`src/rtl/ahb_lite_cmd_master.sv`:
```
// ahb_lite_cmd_master: valid/ready command stream to pipelined AHB-Lite NONSEQ word transfers
module ahb_lite_cmd_master #(
    parameter int ADDR_W = 32,
    parameter int DATA_W = 32
) (
    input  logic              HCLK,
    input  logic              HRESET,
    input  logic              cmd_valid,
    output logic              cmd_ready,
    input  logic              cmd_write,
    input  logic [ADDR_W-1:0] cmd_addr,
    input  logic [DATA_W-1:0] cmd_wdata,
    output logic              rsp_valid,
    output logic [DATA_W-1:0] rsp_rdata,
    output logic              rsp_err,
    output logic              busy,
    output logic              HSEL,
    output logic [ADDR_W-1:0] HADDR,
    output logic [1:0]        HTRANS,
    output logic              HWRITE,
    output logic [2:0]        HSIZE,
    output logic [DATA_W-1:0] HWDATA,
    input  logic [DATA_W-1:0] HRDATA,
    input  logic              HREADY,
    input  logic [1:0]        HRESP
);
    logic              a_valid_q, a_valid_d;
    logic              a_write_q, a_write_d;
    logic [ADDR_W-1:0] a_addr_q, a_addr_d;
    logic [DATA_W-1:0] a_wdata_q, a_wdata_d;
    logic              d_valid_q, d_valid_d;
    logic              d_write_q, d_write_d;
    logic [DATA_W-1:0] d_wdata_q, d_wdata_d;
    logic              rsp_valid_q, rsp_valid_d;
    logic              rsp_err_q, rsp_err_d;
    logic [DATA_W-1:0] rsp_rdata_q, rsp_rdata_d;
    logic              accept;
    logic              done;

    assign cmd_ready = !HRESET & (!a_valid_q | HREADY);
    assign accept    = cmd_valid & cmd_ready;
    assign done      = HREADY & d_valid_q;

    assign HTRANS    = a_valid_q ? 2'b10 : 2'b00;
    assign HSEL      = a_valid_q;
    assign HADDR     = a_addr_q;
    assign HWRITE    = a_write_q;
    assign HSIZE     = 3'b010;
    assign HWDATA    = d_wdata_q;
    assign busy      = a_valid_q | d_valid_q;
    assign rsp_valid = rsp_valid_q;
    assign rsp_err   = rsp_err_q;
    assign rsp_rdata = rsp_rdata_q;

    // Pipeline advance: D takes A on HREADY, A loads an accepted command or empties
    always_comb begin
        a_valid_d = a_valid_q;
        a_write_d = a_write_q;
        a_addr_d  = a_addr_q;
        a_wdata_d = a_wdata_q;
        d_valid_d = d_valid_q;
        d_write_d = d_write_q;
        d_wdata_d = d_wdata_q;
        if (HREADY) begin
            d_valid_d = a_valid_q;
            d_write_d = a_write_q;
            d_wdata_d = a_wdata_q;
            a_valid_d = 1'b0;
        end
        if (accept) begin
            a_valid_d = 1'b1;
            a_write_d = cmd_write;
            a_addr_d  = cmd_addr & ~ADDR_W'(3);
            a_wdata_d = cmd_wdata;
        end
    end

    // Response for the data phase completing this edge; rdata is zero for writes
    always_comb begin
        rsp_valid_d = done;
        rsp_err_d   = done & (HRESP != 2'b00);
        rsp_rdata_d = (done & !d_write_q) ? HRDATA : '0;
    end

    // State registers; reset drops any in-flight transfer without a response
    always_ff @(posedge HCLK) begin
        if (HRESET) begin
            a_valid_q   <= 1'b0;
            a_write_q   <= 1'b0;
            a_addr_q    <= '0;
            a_wdata_q   <= '0;
            d_valid_q   <= 1'b0;
            d_write_q   <= 1'b0;
            d_wdata_q   <= '0;
            rsp_valid_q <= 1'b0;
            rsp_err_q   <= 1'b0;
            rsp_rdata_q <= '0;
        end else begin
            a_valid_q   <= a_valid_d;
            a_write_q   <= a_write_d;
            a_addr_q    <= a_addr_d;
            a_wdata_q   <= a_wdata_d;
            d_valid_q   <= d_valid_d;
            d_write_q   <= d_write_d;
            d_wdata_q   <= d_wdata_d;
            rsp_valid_q <= rsp_valid_d;
            rsp_err_q   <= rsp_err_d;
            rsp_rdata_q <= rsp_rdata_d;
        end
    end
endmodule

```
`config.mk`:
```
export PLATFORM = sky130hd
export DESIGN_NAME = ahb_lite_cmd_master
export DESIGN_NICKNAME = d
export VERILOG_FILES = /design/src/rtl/ahb_lite_cmd_master.sv
export SDC_FILE = /design/constraint.sdc
export NUM_CORES = 1
export LEC_CHECK = 0
export CORE_ASPECT_RATIO = 1.5
export CORE_MARGIN = 2
export CORE_UTILIZATION = 40
export DETAILED_ROUTE_END_ITERATION = 8
export PLACE_DENSITY = 0.78
export SLEW_MARGIN = 10
export SYNTH_ARGS = -nofsm -noshare
export SYNTH_HDL_FRONTEND = slang
export SYNTH_SLANG_ARGS = --single-unit
```
`constraint.sdc`:
```
create_clock -name HCLK -period 1.4 [get_ports HCLK]
set_input_delay 0.28 -clock HCLK [delete_from_list [all_inputs] [get_ports HCLK]]
set_output_delay 0.28 -clock HCLK [all_outputs]
set_load 0.02 [all_outputs]
```
==> impl_metrics.tcl, run 1 <==
set metrics [dict create \
    insertedDiodeCount 0 \
    fillers 1009 \
    violations "negative setup slack" \
    fmax_mhz 707 \
    multi_input_area_mm2 0.00220 \
    fin_crit_sh_pct 101 \
    wl_per_cell_um 15.1 \
    num_rows 50 \
    synth_top_family_by_area "simple AND/OR/NAND/NOR gates" \
    clk_pin_slew_ns 0.05 \
    finalWorstSetupSlack_ns -0.0145 \
    viasPerCell 4.52 \
    hold_violations 0 \
    tns_ns -0.0450 \
    min_to "HSEL" \
    timing.rr.end "a_wdata_q[4]" \
    grt_pass1_vias 3977 \
    ys_seq_elements 132 \
    finClkSkew_ns 0.00795 \
    synth-compound-area-share_pct 0.149 \
    critPathMaxStageDelay_ns 0.35 \
    cp_top_family "flip-flops" \
    clockBufferDepth 2 \
    grt_usage_pct 18.0 \
    nets 783 \
    syn2layout_area_growth_pct 57.6 \
    wl_um 12800 \
    drcViolationCount 0 \
    drt_iter0_markers 76 \
    numPortBuffers 201 \
    antenna_found_initial 0 \
    endpoint_kind "output port" \
    cp_max_fo 4 \
    cap_violations 0 \
    via_count 3836 \
    die_h_um 142 \
    ant_nets 0 \
    drt_pass1_iterations 4 \
    syn_area_mm2 0.00505 \
    ff_latch_area_mm2 0.00265 \
    yosys-mux-area-fraction_pct 19.2 \
    wl_met3_um 788 \
    dieArea_mm2 0.0136 \
    drive_above_1_share_pct 10.8 \
    numClockSinks 132 \
    start_util_pct 40.8 \
    status "complete, but fails checks" \
    grt_pass1_wl_um 19000 \
    yosysWarnings 0 \
    root_buffer "clkbuf_16" \
    worstSetupPathType "reg -> out" \
    die_x_um 95.8 \
    rsz0062_at_grt "yes" \
    synth_top_area_share_pct 52.3 \
    synth_simple_gate_area_share_pct 23.3 \
    routed.top_layer "met4" \
    min_period_ns 1.41 \
    cp-start-kind "flop" \
    ir_worst_vdd_uv 767 \
    synthAdderAreaFrac_pct 0 \
    r2r_slack_ns -0.01 \
    ys_seq_area_share_pct 52.3 \
    synthTopCellsByArea "dfxtp_1 52%, mux2i_1 19%, nand2b_1 16%" \
    holdPathStages 5 \
    p_leak_uw 0.00360 \
    synthXorXnorAreaFrac_pct 0 \
    cts_tree "built" \
    worstPathArrival_ns 1.13 \
    h-tree-depth 4 \
    grt.overflow.total 0 \
    setup_viol 4 \
    crit_path_top_delay_cell "dfxtp_4" \
    clock_latency_ns 0.41 \
    wl_met2_um 6740 \
    grt_max_degree 86 \
    fin_area_mm2 0.00796 \
    numCtsBuffers 17 \
    r2r_cells 6 \
    wl_met1_um 4930 \
    min_path_type "in -> reg" \
    io_pins 210 \
    synth.distinct_cells 17 \
    place_congestion 0.763 \
    crit_chain "nor2b_4 > nor2_2 > buf_6" \
    maxSlewViolCount 0 \
    synth_area_leader_cell "dfxtp_1" \
    place_area_mm2 0.00719 \
    r2r-start "HSEL" \
    critPathBufInv 1 \
    critPathRequiredTime_ns 1.12 \
    synthCells 471 \
    pre_cts_ws_ns -0.200 \
    powerDensity_mw_per_mm2 1270 \
    dp_hpwl_um 8400 \
    worstHoldStart "HREADY" \
    core_area_mm2 0.0124 \
    avgSynthCellArea_um2 10.7 \
]
per-layer routing:
metal  track usage, %  up-vias
li1                 -     1918
met1             19.6     1762
met2             31.5      134
met3             4.99       22
met4             8.50        0
met5                0        -
flip-flops by register name, indices dropped and copies added, names as in the netlist:
signal     cells
HSEL           1
rsp_valid      1
rsp_rdata     32
a_wdata_q     32
d_valid_q      1
HADDR         30
d_write_q      1
HWDATA        32
HWRITE         1
rsp_err        1
layout make-up:
cell class | instances | share of cell area [%]
Sequential cell | 132 | 33.2
Timing Repair Buffer | 225 | 28.4
Multi-Input combinational cell | 304 | 27.7
Clock buffer | 19 | 5.44
Clock inverter | 13 | 2.77
Tap cell | 156 | 2.45
worst max-delay path by stage:
stage	to	slack, ns	startpoint	cells after the start
after floorplan	cmd_ready	0.07	HRESET	4
after CTS	cmd_ready	-0.05	HSEL	3
after global routing	a_wdata_q[18]	-0.07	HSEL	6
after detailed placement	HADDR[22]	-0.20	cmd_valid	4
final	cmd_ready	-0.01	HSEL	3
after global placement	a_wdata_q[6]	-0.13	cmd_valid	4
cells by family (layout without fill, tap and decap cells):
family | Yosys count | in the layout
DFF | 132 | 132
AOI/OAI and AO/OA | 1 | 1
and+or+nand+nor | 200 | 200
other | 2 | 6
muxes | 97 | 97
buffers and inverters | 39 | 257
layout by cell type (no fill, tap or decap):
| cell type | count |
|---|---|
| clkbuf_16 | 22 |
| buf_4 | 11 |
| buf_12 | 6 |
| clkinv_4 | 1 |
| o21a_1 | 1 |
| conb_1 | 6 |
| mux2i_2 | 4 |
| clkdlybuf4s15_1 | 36 |
| and2_1 | 32 |
| and4bb_1 | 1 |
| buf_8 | 1 |
| nor2_2 | 1 |
| and3b_1 | 1 |
| nor2b_4 | 2 |
| clkbuf_2 | 5 |
| buf_6 | 4 |
| bufinv_16 | 5 |
| dfxtp_4 | 1 |
| buf_2 | 3 |
| inv_6 | 4 |
| mux2i_1 | 93 |
| or2_4 | 1 |
| clkdlybuf4s50_1 | 98 |
| nor2_1 | 36 |
| dlygate4sd2_1 | 55 |
| dfxtp_1 | 131 |
| inv_8 | 1 |
| clkbuf_1 | 2 |
| nand2b_1 | 126 |
| clkinvlp_4 | 2 |
| clkdlybuf4s15_2 | 1 |
power by group:
group	leakage [µW]	switching [µW]	total, µW	internal [µW]
combinational	0.00221	520	1210	691
clock	0.000311	1720	4920	3200
sequential	0.00108	85.1	4010	3920
total	0.00360	2320	10100	7820
metrics by stage:
| stage | utilization, % | hold WS [ns] | power [µW] | cells |
|---|---|---|---|---|
| floorplan | - | 0.390 | 4690 | 475 |
| global placement | 58.1 | 0.457 | 5240 | 807 |
| detailed placement | 58.1 | 0.460 | 5270 | 807 |
| CTS | 62.4 | 0.312 | 10100 | 839 |
| global route | 64.3 | 0.345 | 10500 | 849 |
| finish | 64.3 | 0.331 | 10100 | 849 |
worst reg2reg max path, stage by stage (launching register included):
cell and delay [ns]:
dfxtp_4 0.35, nor2b_4 0.13, buf_4 0.14, nor2b_4 0.18, buf_4 0.16, clkbuf_16 0.17, mux2i_1 0.20
synth_stat cells:
cell	number
buf_2	8
o21a_1	1
nor2_1	37
nand2b_1	126
conb_1	2
or2_2	1
and2_1	32
nor2b_2	1
dfxtp_1	132
clkbuf_2	3
clkbuf_1	13
and4bb_1	1
and3b_1	1
mux2i_1	97
buf_6	8
nor2b_4	1
buf_4	7
repair_timing:
action / 4_1_cts / 5_1_grt
pin swaps: 0 / 1
gates resized for setup: 124 / 52
cloned: 0 / 6
buffers inserted: 0 / 4
endpoints found under the setup margin: 101 / 58
hold buffers: 0 / 0
Note: power is estimated with default switching activity, not from simulation.
==> run 2, diff against run 1 <==
CORE_MARGIN = default   (was 2)
==> run 2 against run 1 <==
Net effect:
- the flow now finishes without violations
- flip-flop and latch count stayed put
- clock skew hardly changed
- combinational power hardly changed
- hold slack better by 0.0090 ns
- count of clock-buffer cells in the layout stayed put
==> impl_metrics.tcl, run 2 (same netlist as run 1, synthesis figures left out) <==
set metrics [dict create \
    finalWorstSetupSlack_ns 0.00979 \
    cp_max_fo 6 \
    insertedDiodeCount 0 \
    worstPathArrival_ns 1.71 \
    min_path_type "in -> reg" \
    cp_top_family "buffers and inverters" \
    tns_ns 0 \
    setup_viol 0 \
    worstSetupPathType "reg -> reg" \
    endpoint_kind "flop" \
    cap_violations 0 \
    drt_iter0_markers 99 \
    combPwrFrac_pct 12.3 \
    clockBufferDepth 2 \
    via_count 3830 \
    start_util_pct 41.6 \
    h-tree-depth 4 \
    switchingPower_uw 2260 \
    p_seq_share_pct 42.0 \
    antenna_found_initial 0 \
    cts_hold_buf 0 \
    io_pins 210 \
    critPathBufInv 3 \
    core_area_mm2 0.0121 \
    wl_um 12200 \
    pre_cts_ws_ns -0.202 \
    clk_pin_slew_ns 0.06 \
    viasPerCell 4.55 \
    grt.overflow.total 0 \
    r2r_slack_ns 0.01 \
    rsz0062_at_grt "yes" \
    die_h_um 140 \
    grt_usage_pct 18.8 \
    drt_pass1_iterations 4 \
    wl_per_cell_um 14.5 \
    grt_max_degree 86 \
    die_x_um 93.8 \
    root_buffer "clkbuf_16" \
    final_common_cell "dfxtp_1" \
    cp-start-kind "flop" \
    crit_path_top_delay_cell "dfxtp_2" \
    status "completed" \
    nets 779 \
    clock_latency_ns 0.40 \
    numClockSinks 132 \
    syn2layout_area_growth_pct 54.9 \
    layout_common_cells "131 x dfxtp_1, 126 x nand2b_1, 98 x clkdlybuf4s50_1" \
    numPortBuffers 201 \
    maxSlewViolCount 0 \
    num_rows 49 \
    cts_tree "built" \
    use_met2_pct 33.5 \
    hold_violations 0 \
    internal-power_uw 7290 \
    numCtsBuffers 17 \
    grt_pass1_vias 3964 \
    power_frac_clock_pct 45.7 \
    grt_util_met1_pct 20.2 \
    drive_above_1_share_pct 9.58 \
    grt_busiest_layer "met2" \
    swShare_pct 23.7 \
    p_leak_uw 0.00359 \
    drcViolationCount 0 \
    fin_crit_sh_pct 99.3 \
    fin_hold_ws_ns 0.340 \
    ir_worst_vdd_uv 760 \
    grt_pass1_wl_um 19200 \
    dp_hpwl_um 8230 \
    dieArea_mm2 0.0131 \
    fmax_mhz 719 \
    min_period_ns 1.39 \
    critPathRequiredTime_ns 1.72 \
    ant_nets 0 \
    finClkSkew_ns 0.00815 \
    powerDensity_mw_per_mm2 1220 \
    critPathMaxStageDelay_ns 0.33 \
    grt_use_met3_pct 5.19 \
    place_congestion 0.716 \
    crit_chain "nor2b_4 > buf_4 > nor2b_4 > buf_12 > buf_12 > mux2i_1" \
]
run 2: cell count changes in the layout (fill, tap and decap cells not counted), moves of 2 or more:
cell	change
dlygate4sd2_1	+16
clkdlybuf4s15_1	-12
clkinv_2	+2
mux2i_1	+2
mux2i_2	-2
clkinvlp_4	+2
bufinv_16	-3
clkbuf_2	-3
run 2: power groups by stage:
stage          combinational (µW)  clock (µW)  sequential [µW]
2_1_floorplan                 483           0             4200
3_3_place_gp                 1140           0             4080
3_5_place_dp                 1160           0             4090
4_1_cts                      1110        4480             4010
5_1_grt                      1270        4630             4030
6_report                     1180        4370             4010
run 2: what timing repair did:
item                       in CTS  in global routing
gates cloned                    1                  5
setup buffers                   0                  2
setup endpoints to repair     104                 83
gates resized for setup       120                 31
run 2: layout make-up:
type / count / area [µm²]
sequential: 132 / 2640
tap: 153 / 191
clock buffer: 19 / 443
timing repair buffer: 221 / 2200
multi-input combinational: 304 / 2200
clock inverter: 13 / 146
fill: 1007 / 4310
run 2: per-stage QoR:
stage / power [µW] / cells / util [%] / instance area [µm²]
2_1_floorplan: 4690 / 475 / - / 5070
3_3_place_gp: 5220 / 802 / 59.0 / 7160
3_5_place_dp: 5250 / 802 / 59.0 / 7160
4_1_cts: 9600 / 835 / 63.0 / 7650
5_1_grt: 9930 / 842 / 64.5 / 7830
6_report: 9550 / 842 / 64.5 / 7830
run 2: worst reg2reg max path: stages (launching register included):
cell and delay, ns:
dfxtp_2 0.33, nor2b_4 0.13, buf_4 0.14, nor2b_4 0.18, buf_12 0.17, buf_12 0.14
mux2i_1 0.22
run 2: metal layers:
metal | up-vias | routed length, µm
met4 | 0 | 222
met2 | 138 | 6490
li1 | 1910 | -
met3 | 14 | 821
met5 | - | 0
met1 | 1768 | 4700
run 2: final timing paths:
path,startpoint,endpoint,cells past startpoint
max reg2reg,HSEL,a_wdata_q[23],6
max,HSEL,a_wdata_q[23],6
min,HREADY,HSEL,5
min reg2reg,a_wdata_q[10],a_wdata_q[10],2
